## config.mk

```make
export PLATFORM = sky130hd
export DESIGN_NAME = divisor_sequencial
export DESIGN_NICKNAME = d
export VERILOG_FILES = /design/src/rtl/divisor_sequencial_pkg.sv /design/src/rtl/divisor_sequencial_estagio.sv /design/src/rtl/divisor_sequencial.sv
export SDC_FILE = /design/constraint.sdc
export NUM_CORES = 1
export LEC_CHECK = 0
export ABC_AREA = 1
export CORE_MARGIN = 8
export CORE_UTILIZATION = 54
export DETAILED_ROUTE_END_ITERATION = 8
export GPL_TIMING_DRIVEN = 0
export PLACE_DENSITY = 0.79
export SKIP_CTS_REPAIR_TIMING = 1
export SLEW_MARGIN = 20
export SYNTH_ARGS = -nofsm -noshare
export SYNTH_HDL_FRONTEND = slang
export SYNTH_SLANG_ARGS = --single-unit
```

## constraint.sdc

```tcl
create_clock -name clk -period 2.2 [get_ports clk]
set_clock_uncertainty 0.2 [all_clocks]
set_input_delay 0.33 -clock clk [delete_from_list [all_inputs] [get_ports clk]]
set_output_delay 0.33 -clock clk [all_outputs]
set_load 0.01 [all_outputs]
```

## src/rtl/divisor_sequencial_pkg.sv

```systemverilog
// Shared widths, state encoding and zero-divisor result constants
// for the 8-by-4 restoring sequential divider.
package divisor_sequencial_pkg;

    localparam int DIVIDEND_W = 8;
    localparam int DIVISOR_W  = 4;
    localparam int ITER_COUNT = 8;
    localparam int REM_W      = DIVISOR_W + 1;
    localparam int CNT_W      = 4;

    localparam logic [CNT_W-1:0]      LAST_ITER          = CNT_W'(ITER_COUNT - 1);
    localparam logic [DIVIDEND_W-1:0] ZERO_DIV_QUOTIENT  = 8'hFF;
    localparam logic [DIVISOR_W-1:0]  ZERO_DIV_REMAINDER = 4'hF;

    typedef enum logic [1:0] {
        IDLE = 2'd0,
        CALC = 2'd1,
        DONE = 2'd2
    } state_t;

endpackage

```

## src/rtl/divisor_sequencial_estagio.sv

```systemverilog
// One restoring-division step: compare the shifted partial remainder with
// the divisor and subtract when it fits.
module divisor_estagio
    import divisor_sequencial_pkg::*;
(
    input  logic [REM_W-1:0]     partial,
    input  logic [DIVISOR_W-1:0] divisor,
    output logic [REM_W-1:0]     next_rem,
    output logic                 q_bit
);

    logic [REM_W-1:0] divisor_ext;

    assign divisor_ext = {1'b0, divisor};

    always_comb begin
        q_bit    = (partial >= divisor_ext);
        next_rem = q_bit ? (partial - divisor_ext) : partial;
    end

endmodule

```

## src/rtl/divisor_sequencial.sv

```systemverilog
// Sequential 8-bit / 4-bit unsigned divider: one restoring step per CALC
// cycle, MSB first, with a single-cycle DONE pulse carrying the result.
module divisor_sequencial
    import divisor_sequencial_pkg::*;
(
    input  logic                  clk,
    input  logic                  rst_n,
    input  logic                  start,
    input  logic [DIVIDEND_W-1:0] dividend,
    input  logic [DIVISOR_W-1:0]  divisor,
    output logic [DIVIDEND_W-1:0] quotient,
    output logic [DIVISOR_W-1:0]  remainder,
    output logic                  busy,
    output logic                  done,
    output logic                  div_by_zero
);

    state_t state, next_state;

    logic [DIVIDEND_W-1:0] dvd_sh;
    logic [DIVIDEND_W-1:0] quo_sh;
    logic [DIVISOR_W-1:0]  dvs_reg;
    logic [REM_W-1:0]      rem;
    logic [CNT_W-1:0]      cnt;

    logic [REM_W-1:0]      partial;
    logic [REM_W-1:0]      step_rem;
    logic                  step_q;
    logic [DIVIDEND_W-1:0] quo_next;

    // Bring down the next dividend bit; the truncating cast drops the
    // partial remainder's top bit, which is always zero after a step.
    assign partial  = REM_W'({rem, dvd_sh[DIVIDEND_W-1]});
    assign quo_next = DIVIDEND_W'({quo_sh, step_q});

    divisor_estagio u_estagio (
        .partial  (partial),
        .divisor  (dvs_reg),
        .next_rem (step_rem),
        .q_bit    (step_q)
    );

    always_ff @(posedge clk or negedge rst_n) begin
        if (!rst_n) begin
            state <= IDLE;
        end else begin
            state <= next_state;
        end
    end

    always_comb begin
        next_state = state;
        case (state)
            IDLE: begin
                if (start) begin
                    next_state = (divisor == '0) ? DONE : CALC;
                end
            end
            CALC: begin
                if (cnt == LAST_ITER) begin
                    next_state = DONE;
                end
            end
            DONE:    next_state = IDLE;
            default: next_state = IDLE;
        endcase
    end

    assign busy = (state != IDLE);
    assign done = (state == DONE);

    always_ff @(posedge clk or negedge rst_n) begin
        if (!rst_n) begin
            dvd_sh      <= '0;
            quo_sh      <= '0;
            dvs_reg     <= '0;
            rem         <= '0;
            cnt         <= '0;
            quotient    <= '0;
            remainder   <= '0;
            div_by_zero <= 1'b0;
        end else begin
            case (state)
                IDLE: begin
                    if (start) begin
                        if (divisor != '0) begin
                            dvd_sh  <= dividend;
                            dvs_reg <= divisor;
                            quo_sh  <= '0;
                            rem     <= '0;
                            cnt     <= '0;
                        end else begin
                            quotient    <= ZERO_DIV_QUOTIENT;
                            remainder   <= ZERO_DIV_REMAINDER;
                            div_by_zero <= 1'b1;
                        end
                    end
                end
                CALC: begin
                    rem    <= step_rem;
                    dvd_sh <= {dvd_sh[DIVIDEND_W-2:0], 1'b0};
                    quo_sh <= quo_next;
                    cnt    <= cnt + 1'b1;
                    if (cnt == LAST_ITER) begin
                        quotient    <= quo_next;
                        remainder   <= step_rem[DIVISOR_W-1:0];
                        div_by_zero <= 1'b0;
                    end
                end
                default: ;
            endcase
        end
    end

endmodule

```

==> flow_metrics.env, run 1 <==
export IMPL_outcome="completed"
export IMPL_fp_coreArea_mm2=0.00369
export IMPL_synth_area_leaders="dfrtp_1 51%, nand2_1 11%, nor2_1 4.2%"
export IMPL_dp_hpwl_um=3060
export IMPL_io_buffers=29
export IMPL_cts_max_path_buffers=2
export IMPL_clk_latency_ns=0.29
export IMPL_final_seq_area_mm2=0.00105
export IMPL_layout_common_cells="61 x nand2_1, 42 x dfrtp_1, 28 x clkdlybuf4s50_1"
export IMPL_setup_viol=0
export IMPL_cts_tree="built"
export IMPL_gp_congestion=0.796
export IMPL_final_common_cell="nand2_1"
export IMPL_top_regs="dvd_sh: 8 flops, quotient: 8 flops, quo_sh: 7 flops"
export IMPL_cpPeakStageDelay_ns=0.48
export IMPL_hold_class="in -> async"
export IMPL_ant_nets=0
export IMPL_drc_errors=0
export IMPL_die_h_um=78.0
export IMPL_hold_slack_ns=0.259
export IMPL_cts_root_buf="clkbuf_8"
export IMPL_cts_sinks=42
export IMPL_synthesis_nets=244
export IMPL_grt_pass1_vias=1630
export IMPL_fin_nets=282
export IMPL_dr_pass1_iters=4
export IMPL_overflow=0
export IMPL_relSlewSlack_pct=74.5
export IMPL_r2r_start="rem[1]$_DFFE_PN0P_"
export IMPL_rows=22
export IMPL_fill_cells=293
export IMPL_arrival_ns=1.45
export IMPL_crit_type="reg -> out"
export IMPL_vias=1596
export IMPL_area_growth_pct=22.5
export IMPL_yosys_warnings=0
export IMPL_drt_initial_drc_count=76
export IMPL_antenna_found_initial=0
export IMPL_period_share_pct=89.8
export IMPL_tightest_slew_ns=0.383
export IMPL_critPathLaunchType="flip-flop"
export IMPL_path_max_fanout=3
export IMPL_via_per_inst=5.15
export IMPL_wl_um=4110
export IMPL_layout_min_cycle_time_ns=1.98
export IMPL_startpoint="state[0]$_DFFE_PN0P_"
export IMPL_rsz0062_at_grt="false"
export IMPL_cts_made_buffers=5
export IMPL_diodes=0
export IMPL_netlist_area_mm2=0.00207
export IMPL_grt_pass1_wl_um=7220
export IMPL_ios=30
export IMPL_ir_drop_uv=853
export IMPL_finalMaxSlewViolations=0
export IMPL_cts_htree_levels=2
export IMPL_power_leakage_nw=1.23
export IMPL_track_usage_pct=14.3
export IMPL_wire_per_inst_um=13.3
export IMPL_critPathCaptureType="output pin"
export IMPL_slowest_stage="clkdlybuf4s50_1"
export IMPL_clk_pin_slew_ns=0.08
export IMPL_max_cap_violations=0
export IMPL_power_density_mw_per_mm2=1440
export IMPL_synthCells=223
export IMPL_synth_cell_types=28
export IMPL_grt_max_degree=30
export IMPL_die_x_um=78.0
export IMPL_start_util_pct=56.2
export IMPL_multi_input_area_um2=865
export IMPL_fmax_ghz=0.506
export IMPL_fin_tns_setup_ns=0
export IMPL_hold_violations=0
export IMPL_yosysSeqAreaShare_pct=50.7
export IMPL_critPathRequiredTime_ns=1.67
export IMPL_drive_above_1_share_pct=17.2
export IMPL_die_area_mm2=0.00608
export IMPL_yosys_area_top_type_share_pct=50.7
export IMPL_crit_chain="nor2_1, inv_1, clkdlybuf4s50_1"
export IMPL_yosys_area_top_type="dfrtp_1"
export IMPL_syn_area_per_cell_um2=9.30
export IMPL_ys_seq_elements=42
==> worst max-delay path: cells and delay by family (launching register included) <==
family	cells	cell delay, ns
simple gates	1	0.17
buf+inv	2	0.56
flops	1	0.42
==> power by group <==
| group | internal (mW) | switching, mW |
|---|---|---|
| Sequential | 1.07 | 0.186 |
| Combinational | 0.807 | 1.10 |
| Clock | 0.253 | 0.251 |
==> through the flow <==
| stage | instance area [µm²] | power [mW] | util [%] | setup slack [ns] | std cells |
|---|---|---|---|---|---|
| after floorplan | 2070 | 2.64 | - | 0.498 | 223 |
| after global routing | 2540 | 3.99 | 68.9 | 0.131 | 310 |
| final | 2540 | 3.66 | 68.9 | 0.224 | 310 |
| after detailed placement | 2440 | 3.19 | 66.1 | 0.146 | 301 |
| after CTS | 2530 | 3.70 | 68.6 | 0.214 | 309 |
| after global placement | 2420 | 3.13 | 65.7 | -0.470 | 300 |
==> cells by family after synthesis <==
kind of cell             after synthesis  synth area share (%)
AND/OR/NAND/NOR                      111                  23.2
flip-flops                            42                  50.7
AO/OA/AOI/OAI                         33                  14.1
XOR/XNOR                               1                 0.423
buffers and inverters                 30                  7.60
adder cells (fa/ha/maj)                6                  3.98
==> path summary, 6_finish.rpt <==
check	depth (start not counted)	to	slack, ns
min in group clk	2	quotient[0]$_DFFE_PN0P_	0.29
hold reg to reg	2	quotient[0]$_DFFE_PN0P_	0.29
max in group asynchronous	3	remainder[0]$_DFFE_PN0P_	1.08
hold / removal	2	dvd_sh[1]$_DFFE_PN0P_	0.26
setup reg to reg	9	remainder[3]$_DFFE_PN0P_	0.29
setup / recovery	3	busy	0.22
==> area by class of cell <==
cell class / count / share of cell area, %
multi-input cells: 151 / 34.0
inverters: 23 / 3.50
clock buffers: 7 / 3.40
well taps: 48 / 2.36
plain buffers: 7 / 2.71
clock inverters: 1 / 0.197
repair buffers: 31 / 12.4
flip-flops and latches: 42 / 41.4
==> synth_stat cells (all sizes together) <==
library cell   n
xor2           1
dfrtp         42
o21ai         15
ha             5
fa             1
nor2          26
a22o           8
buf            7
inv           23
nand3         15
a22oi          2
nor3           1
or2            5
nand2         64
a21oi          2
o31ai          6
==> per-layer routing <==
metal / vias to the layer above / track usage (%) / part of all wire, %
met5: - / 0 / 0
met4: 0 / 5.74 / 1.5
met3: 9 / 3.69 / 3.9
met2: 33 / 23.6 / 49
met1: 761 / 17.4 / 46
li1: 793 / - / -
Power figures use the tool's default switching activity.
==> inputs of run 2 (changes only) <==
--- a/config.mk
+++ b/config.mk
@@ -11,8 +11,10 @@
 export DETAILED_ROUTE_END_ITERATION = 8
 export GPL_TIMING_DRIVEN = 0
 export PLACE_DENSITY = 0.79
+export RECOVER_POWER = 50
 export SKIP_CTS_REPAIR_TIMING = 1
 export SLEW_MARGIN = 20
 export SYNTH_ARGS = -nofsm -noshare
 export SYNTH_HDL_FRONTEND = slang
 export SYNTH_SLANG_ARGS = --single-unit
+export TNS_END_PERCENT = 10
==> run 2 against run 1 <==
Against the previous run:
- critical endpoint unchanged
- first-iteration DRC count down 1.3%
- clock power about the same
- setup slack better by 0.017 ns
- worst hold slack better by 0.029 ns
- wire length up 0.19%
- count of clock-buffer cells in the layout unchanged
- highest routed layer unchanged
- largest power group unchanged
- via count down 0.13%
- global-route usage unchanged
- die area unchanged
- flip-flop and latch count unchanged
- power down 0.96%
- non-clock buffer count unchanged
==> flow_metrics.env, run 2 (synthesis gave the netlist of run 1 again) <==
export IMPL_outcome="completed"
export IMPL_power_density_mw_per_mm2=1440
export IMPL_hold_path_cell_count=2
export IMPL_drive_above_1_share_pct=16.0
export IMPL_cts_htree_levels=2
export IMPL_rows=22
export IMPL_die_area_mm2=0.00608
export IMPL_hold_class="reg -> reg"
export IMPL_critPathRequiredTime_ns=1.67
export IMPL_drc_errors=0
export IMPL_fin_nets=282
export IMPL_clk_latency_ns=0.29
export IMPL_max_cap_violations=0
export IMPL_hp_start="quotient[1]$_DFFE_PN0P_"
export IMPL_pwr_share_comb_pct=51.6
export IMPL_path_max_fanout=3
export IMPL_wire_per_inst_um=13.3
export IMPL_die_h_um=78.0
export IMPL_grt_max_degree=30
export IMPL_overflow=0
export IMPL_cts_tree="built"
export IMPL_reg2reg_to="remainder[3]$_DFFE_PN0P_"
export IMPL_power_leakage_nw=1.22
export IMPL_power_mw=3.63
export IMPL_ant_nets=0
export IMPL_cts_max_path_buffers=2
export IMPL_p_switching_mw=1.52
export IMPL_crit_type="reg -> out"
export IMPL_relSlewSlack_pct=45.6
export IMPL_top_regs="dvd_sh: 8 flops, quotient: 8 flops, quo_sh: 7 flops"
export IMPL_area_growth_pct=21.7
export IMPL_layout_min_cycle_time_ns=1.96
export IMPL_die_x_um=78.0
export IMPL_fin_tns_setup_ns=0
export IMPL_r2r_start="rem[1]$_DFFE_PN0P_"
export IMPL_critPathCaptureType="output pin"
export IMPL_track_usage_pct=14.3
export IMPL_rrSetupSlack_ns=0.29
export IMPL_dp_hpwl_um=3060
export IMPL_clk_pin_slew_ns=0.08
export IMPL_finalMaxSlewViolations=0
export IMPL_critPathLaunchType="flip-flop"
export IMPL_p_clk_share_pct=13.9
export IMPL_final_common_cell="nand2_1"
export IMPL_grt_pass1_vias=1630
export IMPL_stdcell_area_mm2=0.00252
export IMPL_whs_endpoint="quotient[1]$_DFFE_PN0P_"
export IMPL_swShare_pct=41.8
export IMPL_setup_viol=0
export IMPL_internal_power_mw=2.11
export IMPL_fp_coreArea_mm2=0.00369
export IMPL_dr_pass1_iters=4
export IMPL_tightest_slew_ns=0.817
export IMPL_gp_congestion=0.796
export IMPL_via_per_inst=5.14
export IMPL_place_inst=301
export IMPL_layout_common_cells="61 x nand2_1, 42 x dfrtp_1, 27 x clkdlybuf4s50_1"
export IMPL_hold_violations=0
export IMPL_drt_initial_drc_count=75
export IMPL_multi_input_area_um2=848
export IMPL_wl_um=4120
export IMPL_diodes=0
export IMPL_arrival_ns=1.43
export IMPL_seq_power_share_pct=34.5
export IMPL_utilization_pct=68.4
export IMPL_ios=30
export IMPL_reg2reg_depth=9
export IMPL_io_buffers=29
export IMPL_cts_sinks=42
export IMPL_cts_root_buf="clkbuf_8"
export IMPL_dpl_instance_area_mm2=0.00244
export IMPL_fmax_ghz=0.511
export IMPL_start_util_pct=56.2
export IMPL_grt_pass1_wl_um=7220
export IMPL_period_share_pct=89.0
export IMPL_rsz0062_at_grt="false"
export IMPL_final_seq_area_mm2=0.00105
export IMPL_vias=1594
export IMPL_cts_made_buffers=5
export IMPL_ir_drop_uv=853
export IMPL_antenna_found_initial=0
export IMPL_fill_cells=296
export IMPL_instances_no_fill=310
==> run 2: how the worst max path moves through the flow <==
stage                                     from                        to  slack, ns  depth (start not counted)
after detailed placement            divisor[3]        cnt[3]$_DFFE_PN0P_       0.15                          8
after CTS                 state[0]$_DFFE_PN0P_                      busy       0.21                          3
final                     state[0]$_DFFE_PN0P_                      busy       0.24                          3
after global routing        rem[1]$_DFFE_PN0P_  remainder[3]$_DFFE_PN0P_       0.13                          9
after global placement                   rst_n   quotient[0]$_DFFE_PN0P_      -0.47                          1
after floorplan             rem[1]$_DFFE_PN0P_  remainder[0]$_DFFE_PN0P_       0.50                          9
==> run 2: layout make-up <==
class | instances | area share [%]
Sequential cell | 42 | 41.7
Multi-Input combinational cell | 151 | 33.6
Timing Repair Buffer | 31 | 12.5
Inverter | 23 | 3.52
Clock buffer | 7 | 3.42
Buffer | 7 | 2.73
Tap cell | 48 | 2.38
Clock inverter | 1 | 0.198
==> run 2: per-stage QoR <==
| stage | hold WS, ns | setup WS [ns] |
|---|---|---|
| 6_report | 0.288 | 0.242 |
| 5_1_grt | 0.303 | 0.131 |
| 4_1_cts | -0.271 | 0.214 |
| 3_5_place_dp | 0.0494 | 0.146 |
| 3_3_place_gp | 0.268 | -0.470 |
| 2_1_floorplan | -0.166 | 0.498 |
==> run 2: metal layers <==
layer / GRT usage (%) / wire, µm / up-vias / part of all wire (%)
met1: 17.4 / 1880 / 757 / 46
li1: - / - / 793 / -
met4: 5.74 / 61 / 0 / 1.5
met5: 0 / 0 / - / 0
met3: 3.69 / 172 / 9 / 4.2
met2: 23.6 / 2010 / 35 / 49
==> run 2: worst max-delay path, cell delays in order (launching register included) <==
cell and delay [ns]:
dfrtp_1 0.42, nor2_1 0.17, inv_1 0.07, clkdlybuf4s50_1 0.48
==> run 2: power groups by stage <==
stage / sequential [mW] / clock, mW / combinational [mW]
finish: 1.25 / 0.503 / 1.87
global placement: 1.26 / 0 / 1.87
floorplan: 1.26 / 0 / 1.38
global route: 1.28 / 0.549 / 2.12
detailed placement: 1.27 / 0 / 1.92
CTS: 1.25 / 0.519 / 1.93
